[config.mk]
export PLATFORM = sky130hd
export DESIGN_NAME = adc_frontend
export DESIGN_NICKNAME = d
export VERILOG_FILES = /design/src/rtl/adc_frontend.sv
export SDC_FILE = /design/constraint.sdc
export NUM_CORES = 1
export LEC_CHECK = 0
export CAP_MARGIN = 20
export CORE_ASPECT_RATIO = 1.1
export CORE_MARGIN = 10
export CORE_UTILIZATION = 60
export DETAILED_ROUTE_END_ITERATION = 8
export HOLD_SLACK_MARGIN = 0.03
export PLACE_DENSITY = 0.82
export SETUP_SLACK_MARGIN = 0.3
export SKIP_LAST_GASP = 1
export SLEW_MARGIN = 20
export SYNTH_ARGS = -nofsm -noshare
export SYNTH_HDL_FRONTEND = slang
export SYNTH_SLANG_ARGS = --single-unit
[constraint.sdc]
create_clock -name adc_clk -period 5.75 [get_ports adc_clk]
set_input_delay 1.15 -clock adc_clk [delete_from_list [all_inputs] [get_ports adc_clk]]
set_output_delay 1.15 -clock adc_clk [all_outputs]
set_load 0.01 [all_outputs]
[src/rtl/adc_frontend.sv]
// adc_frontend: ADC word conditioning, DC removal and windowed peak.
// Define ADC_FE_DERAND_EN to build the output-randomizer removal path.
module adc_frontend #(
  parameter int ADC_BITS  = 14,
  parameter int DC_SHIFT  = 12,
  parameter int ACQ_SHIFT = 6,
  parameter int HOLD_LOG2 = 16
) (
  input  logic                       adc_clk,
  input  logic                       reset_n,
  input  logic [ADC_BITS-1:0]        adc_raw,
  input  logic                       adc_of_raw,
  input  logic                       cfg_wr,
  input  logic [3:0]                 cfg_data,
  output logic signed [ADC_BITS-1:0] adc_data,
  output logic                       adc_ovfl,
  output logic [ADC_BITS-2:0]        peak_A,
  output logic                       peak_strobe,
  output logic [1:0]                 dc_state
);

  localparam int FW = ADC_BITS + DC_SHIFT;

  typedef enum logic [1:0] {
    ACQ   = 2'd0,
    TRACK = 2'd1,
    HOLD  = 2'd2
  } st_t;

  st_t                       st;
  logic [11:0]               acq_cnt;
  logic [ADC_BITS-1:0]       raw_q;
  logic                      of1;
  logic                      of2;
  logic signed [ADC_BITS-1:0] x_q;
  logic [3:0]                cfg;
  logic                      cfg_new;
  logic signed [FW-1:0]      dc_fp;
  logic [HOLD_LOG2-1:0]      win;
  logic [ADC_BITS-2:0]       run_max;

  assign dc_state = st;

  // S2: undo the randomizer, then offset-binary to two's complement
  logic [ADC_BITS-1:0] dr;
`ifdef ADC_FE_DERAND_EN
  always_comb begin
    dr = raw_q;
    if (cfg[3])
      dr[ADC_BITS-1:1] = raw_q[ADC_BITS-1:1]
                       ^ {(ADC_BITS-1){raw_q[0]}};
  end
`else
  logic cfg_unused;
  assign cfg_unused = cfg[3];
  assign dr = raw_q;
`endif

  logic signed [ADC_BITS-1:0] x_n;
  assign x_n = {~dr[ADC_BITS-1], dr[ADC_BITS-2:0]};

  // S3: subtract floor(dc) with saturation
  logic signed [ADC_BITS-1:0] dc;
  logic signed [ADC_BITS:0]   dc_sub;
  logic signed [ADC_BITS:0]   diff;
  logic                       sat;
  logic signed [ADC_BITS-1:0] y;

  assign dc     = dc_fp[FW-1:DC_SHIFT];
  assign dc_sub = cfg[0] ? {dc[ADC_BITS-1], dc} : '0;
  assign diff   = {x_q[ADC_BITS-1], x_q} - dc_sub;

  always_comb begin
    sat = diff[ADC_BITS] ^ diff[ADC_BITS-1];
    y   = diff[ADC_BITS-1:0];
    if (sat)
      y = {diff[ADC_BITS], {(ADC_BITS-1){~diff[ADC_BITS]}}};
  end

  // estimator step, arithmetic shift gives floor
  logic signed [FW:0]   err;
  logic signed [FW-1:0] step;

  assign err  = {x_q[ADC_BITS-1], x_q, {DC_SHIFT{1'b0}}}
              - {dc_fp[FW-1], dc_fp};
  assign step = (st == ACQ) ? FW'(err >>> ACQ_SHIFT)
                            : FW'(err >>> DC_SHIFT);

  // |adc_data| with the most negative code pinned to full scale
  logic [ADC_BITS-2:0] mag;
  logic [ADC_BITS-2:0] mx;

  always_comb begin
    mag = adc_data[ADC_BITS-2:0];
    if (adc_data[ADC_BITS-1]) begin
      if (adc_data[ADC_BITS-2:0] == '0)
        mag = '1;
      else
        mag = ~adc_data[ADC_BITS-2:0] + (ADC_BITS-1)'(1);
    end
    mx = (mag > run_max) ? mag : run_max;
  end

  always_ff @(posedge adc_clk) begin
    if (!reset_n) begin
      raw_q    <= '0;
      of1      <= 1'b0;
      x_q      <= '0;
      of2      <= 1'b0;
      adc_data <= '0;
      adc_ovfl <= 1'b0;
      dc_fp    <= '0;
      cfg      <= 4'b0001;
      cfg_new  <= 1'b0;
    end else begin
      raw_q    <= adc_raw;
      of1      <= adc_of_raw;
      x_q      <= x_n;
      of2      <= of1;
      adc_data <= y;
      adc_ovfl <= of2 | sat;
      if (st != HOLD)
        dc_fp <= dc_fp + step;
      if (cfg_wr)
        cfg <= cfg_data;
      cfg_new <= cfg_wr;
    end
  end

  // restart acts once per write; freeze is a level
  always_ff @(posedge adc_clk) begin
    if (!reset_n) begin
      st      <= ACQ;
      acq_cnt <= '0;
    end else if (cfg[1]) begin
      st <= HOLD;
    end else if (cfg_new && cfg[2]) begin
      st      <= ACQ;
      acq_cnt <= '0;
    end else begin
      case (st)
        ACQ: begin
          acq_cnt <= acq_cnt + 12'd1;
          if (&acq_cnt)
            st <= TRACK;
        end
        HOLD:    st <= TRACK;
        default: st <= st;
      endcase
    end
  end

  always_ff @(posedge adc_clk) begin
    if (!reset_n) begin
      win         <= '0;
      run_max     <= '0;
      peak_A      <= '0;
      peak_strobe <= 1'b0;
    end else begin
      win <= win + HOLD_LOG2'(1);
      if (&win) begin
        peak_A      <= mx;
        peak_strobe <= 1'b1;
        run_max     <= '0;
      end else begin
        peak_strobe <= 1'b0;
        run_max     <= mx;
      end
    end
  end

endmodule

## After elaboration in Yosys (flattened, before gate mapping)

Cells that the tools add are included.

| storage, ports and cells | value |
|---|---|
| output and inout port bits | 31 |
| bits in registers | 132 |
| latch bits | 0 |
| memory bits (writable) | 0 |
| memories kept | 0 |
| word-level logic and storage cells | 60 |
| memory bits (read-only) | 0 |
| bits of input ports | 22 |

| operators by class | value |
|---|---|
| bitwise gates (word level) | 7 |
| $mul | 0 |
| shift operators | 0 |
| equal/unequal tests | 4 |
| $lt $le $gt $ge | 1 |
| add/subtract/negate cells | 6 |
| mux-type cells | 13 |
| divide/modulo/power cells | 0 |
| reductions and logical operators | 13 |

Operator list:

| kind | count |
|---|---|
| $mux 13 | 3 |
| $sub 26x26->27 | 1 |
| $add 26x21->26 | 1 |
| $mux 12 | 2 |
| $mux 20 | 1 |
| $add 16x1->16 const B | 1 |
| $reduce_and 16->1 | 1 |
| $mux 15 | 1 |
| $sub 15x15->15 | 1 |
| $mux 14 | 1 |
| $add 13x1->13 const B | 1 |
| $gt 13x13->1 | 1 |
| $logic_not 13->1 | 1 |
| $not 13->13 | 1 |
| $add 12x1->12 const B | 1 |
| $reduce_and 12->1 | 1 |
| $mux 2 | 3 |
| $reduce_and 2->1 | 3 |
| $ne 4x2->1 const B | 1 |
| $not 1->1 | 4 |
| $pmux 2 s2 | 1 |
| $reduce_bool 2->1 | 2 |
| $reduce_bool 4->1 | 1 |
| $reduce_or 3->1 | 1 |
| other kinds (9) | 9 |

## Logic depth before layout (Yosys ltp)

Gate-level depths: netlist of run 1.

| logic depth | value |
|---|---|
| depth after elaboration | 6 |
| depth in mapped cells | 21 |
| gate-level depth less buffers | 21 |

## Least setup slack after synthesis of run 1

OpenSTA, ideal clock, no wires.

| timing | value |
|---|---|
| path kind | register to register |
| start | register dc_fp[16] |
| end | register dc_fp[25] |
| required time | 5.616 ns |
| arrival | 4.570 ns |
| stages on the path, launching flop included | 21 |
| path slack | 1.046 ns |
| period minus slack after synthesis | 4.704 ns |
| path buffers | 0 |
| path through | dfxtp_1 -> inv_1 -> ha_1 -> and3_1 -> and4_4 -> and3_4 -> a211o_1 -> o41a_4 -> a21o_1 -> a21oi_1 -> xor2_1 -> a21oi_1 -> ha_1 -> and3_1 -> and3_1 -> nand3_1 -> o21bai_1 -> a311oi_1 -> a31oi_1 -> mux2i_1 -> or4b_1 |

| on the way | value |
|---|---|
| word-level cells in the longest chain between the ends | 3 |

Ends and longest elaborated chain:

| what | RTL line | RTL |
|---|---|---|
| start, declared | 38 | `logic signed [FW-1:0] dc_fp;` |
| start signal, assigned | 123 | `dc_fp <= dc_fp + step;` |
| $sub 26x26->27 | 85 | `- {dc_fp[FW-1], dc_fp};` |
| $mux 20 | 86 | `assign step = (st == ACQ) ? FW'(err >>> ACQ_SHIFT)` |
| $add 26x21->26 * | 123 |  |

Mark *: on every way between the ends. The rest lies on a longest branch, timed or not.
A chain may end at the register's enable or synchronous reset.

## Worst setup path after layout of run 1

| timing | value |
|---|---|
| start | register dc_fp[13] |
| end | register dc_fp[25] |

The elaborated chain is that of the path after synthesis.

==> run metrics, run 1 <==
status=complete, no violations; Boundary Pins=53; total wire length=18000 µm; TNS Setup=0 ps; post-synthesis mux area share=2.31%; Yosys top cell area share=33.7%; #FFs+latches synth=132; Routed Antenna Nets=0; post-CTS setup buffers=0; non-filler instance count after layout=1189; CTS tree=done; DRC viols=0; CTS H-tree depth=4; post-synthesis adder-cell area fraction=11.5%; total global-route track usage=20.3%; r2r worst-path depth=20; P per Cell Area=just over 600 nW/µm²; RR Endpoint=dc_fp[25]; footprint of the multi-input gates=around 5000 µm²; Area Overhead vs Synth=16.3%; Met3 Wirelength=approximately 840 µm; DP Worst Slack=around 560 ps; Port Buffers=51; detail-routed via count per cell=5.78; Area contributors post-synth=dfxtp_1, ha_1, nand2_1; final clock skew=14.0 ps; Post-Syn Nets=~1100; drt pass-1 iters=5; Iter 0 DRT Violations=approximately 420; Die Area=18000 µm²; routability congestion estimate=0.963; Final Net Count=1112; Startpoint Class=flop; global-route wire length before repair=30100 µm; post-layout util=71.8%; largest net degree at the start of global routing=58; Die W=around 130 µm; vias in the first global route=about 6600; main combinational cell family by area after synthesis=simple AND/OR/NAND/NOR gates; Avg Cell Area, Syn=8.08 µm²; CP Data Required Time=6050 ps; TritonCTS Buffers=17; met2 routed WL=8960 µm; clk slew on worst S/H paths=60 ps; total power=around 5600 µW; RSZ-0062 raised after global routing=yes; Placed Cells=about 1200; hold wc startpoint=dr[13]; Mapped Cells=970; EDFF count, synth=0; r2r startpoint=dc_fp[13]; hold path depth=1; Root Buffer=clkbuf_16; cell leakage power=0.00384 µW; clk sinks=132; Hold Fails Final Rpt=0; Max Cap Viol=0; initial antenna violation count=0; Peak VDD IR=approximately 0.45 mV; xor-xnor portion of the synthesized cell area=7.26%; Cell variety after synth=55; leading area contributor after synthesis=dfxtp_1; worst-path fanout max=4; PnR worst setup slack=479 ps; final setup fails=0; CP Capture Type=flop; Worst Tran Pin Value=978 ps; Hold Path Class=reg2reg; r2r setup slk=480 ps; share of layout cells above drive strength 1=5.91%; Post-Syn Area=7840 µm²; maximum clock frequency=between 0.15 and 0.2 GHz; starting density of the core=61.7%; clock latency on the worst-skew pair=430 ps; fill cell total of the finished layout=1018; Slew headroom=between 30 and 40%; hpwl dp=13100 µm; M1 wire length=7500 µm; Min-Delay Endpoint=x_q[13]; simple logic cell fraction of the synthesized area=roughly 22%; Core Footprint=12700 µm²; CP arrival=5570 ps; overflow left after global routing=0; Warnings, synthesis=0; CTS max path bufs=2; max-slew violations=0; Final Cycle Share=91.7%; Vias=around 6900; WL/cell=15.2 µm; Compound-Gate Fraction of Synth Area=19.0%; Tmin final=roughly 5300 ps; commonest register cell after synthesis=dfxtp_1; sequential area share after synthesis=33.7%; Crit Path Category=reg2reg; Die Ht=140 µm; FF/Latch Area=2640 µm²; # diodes=0; FFs w/ async S/R, synth=0%; # rows=between 40 and 50; Top Layer Used=met4
==> critical path, stage by stage (launching register included) <==
cell and delay [ps]:
dfxtp_1 410, inv_1 70, ha_1 330, a21o_1 190, a21oi_1 210, o21ai_1 130, a211o_1 380, o41a_4 410
a21o_1 210, a21oi_1 170, xor2_1 250, a21oi_1 110, ha_1 350, and3_1 210, and3_1 210, nand3_1 70
o21bai_1 180, a311oi_1 380, a31oi_1 220, mux2i_1 150, or4b_1 500
==> worst max-delay path by stage <==
stage                     slack (ps)        end  depth (start not counted)      start
final                            480  dc_fp[25]                         20  dc_fp[13]
after global routing             160  dc_fp[25]                         20  dc_fp[13]
after CTS                        530  dc_fp[24]                         21  dc_fp[13]
after detailed placement         560  dc_fp[24]                         21  dc_fp[14]
after global placement           620  dc_fp[24]                         21  dc_fp[14]
after floorplan                 1050  dc_fp[25]                         20  dc_fp[16]
==> routing by layer <==
metal | GRT usage (%) | vias to the layer above
li1 | - | 3505
met1 | 22.3 | 3163
met2 | 35.1 | 158
met3 | 4.98 | 48
met4 | 10.7 | 0
met5 | 0 | -
==> Yosys cell counts (3+ instances only) <==
cell      count
nand4_1      13
nand3_1      29
a21boi_0      7
nor4_1        5
and2_1       38
buf_1         3
o41ai_1       3
and3_1       13
o31ai_1       7
a21o_1       25
a31o_2        4
xor2_1       30
nand2_1     108
clkbuf_1     26
mux2i_1      17
o21bai_1      4
or3_1        11
nor2b_1       8
a21oi_1      76
nand2b_1      7
a211oi_1     22
xnor2_1      35
o211ai_1      3
ha_1         69
inv_1        47
nor2_1      108
o21a_1       11
o21ai_0      49
or2_2         4
a31oi_1       7
nor3_1       16
dfxtp_1     132
o21ai_1       4
==> power by group <==
part	leakage, µW	switching, µW	internal [µW]
Sequential	0.00109	202	1100
Combinational	0.00246	1740	1430
Clock	0.000287	426	666
==> cell type report <==
cell class | instances | area share [%]
timing repair buffer | 60 | 6.34
tap | 157 | 2.15
clock buffer | 19 | 4.97
sequential | 132 | 29.0
multi-input combinational | 760 | 53.9
inverter | 48 | 1.98
clock inverter | 13 | 1.63
==> what timing repair did <==
action                     4_1_cts  5_1_grt
hold buffers                     0        0
resized for setup                0        2
setup endpoints to repair        0        2
==> metrics by stage <==
step	instance area (µm²)	hold WS, ps
after detailed placement	8500	375
final	9120	381
after global routing	9120	392
after floorplan	7840	363
after global placement	8500	371
after CTS	9100	380
==> cell usage in the layout (no fill, tap or decap), types with 16 or more instances in the layout <==
| cell type | synthesis | routed |
|---|---|---|
| a211oi_1 | 22 | 22 |
| a21o_1 | 25 | 25 |
| a21oi_1 | 76 | 76 |
| and2_1 | 38 | 38 |
| clkbuf_16 | 0 | 17 |
| clkdlybuf4s50_1 | 0 | 51 |
| dfxtp_1 | 132 | 132 |
| ha_1 | 69 | 69 |
| inv_1 | 47 | 47 |
| mux2i_1 | 17 | 17 |
| nand2_1 | 108 | 108 |
| nand3_1 | 29 | 29 |
| nor2_1 | 108 | 108 |
| nor3_1 | 16 | 16 |
| o21ai_0 | 49 | 47 |
| xnor2_1 | 35 | 35 |
| xor2_1 | 30 | 30 |
==> registers in the layout (all words and copies together) (netlist names), 2 cells and up <==
name,cells
cfg,3
peak_A,13
adc_data,14
x_q,14
acq_cnt,12
dc_state,2
dr,14
run_max,13
dc_fp,26
win,16
==> cells by family after synthesis <==
kind of cell	after synthesis
AO/OA/AOI/OAI	235
XOR/XNOR	65
adder cells (fa/ha/maj)	71
buffers and inverters	78
flip-flops	132
multiplexers	18
AND/OR/NAND/NOR	371
Power figures use the tool's default switching activity.
==> run 2: changes to the inputs <==
CAP_MARGIN = unset   (was 20)
CTS_CLUSTER_SIZE = 14   (was unset)
==> results of run 2 <==
No change in the layout: final DEF, timing and power equal those of run 1.
==> run 3: changes to the inputs <==
SLEW_MARGIN = unset   (was 20)
==> results of run 3 <==
No change in the layout: final DEF, timing and power equal those of run 1.
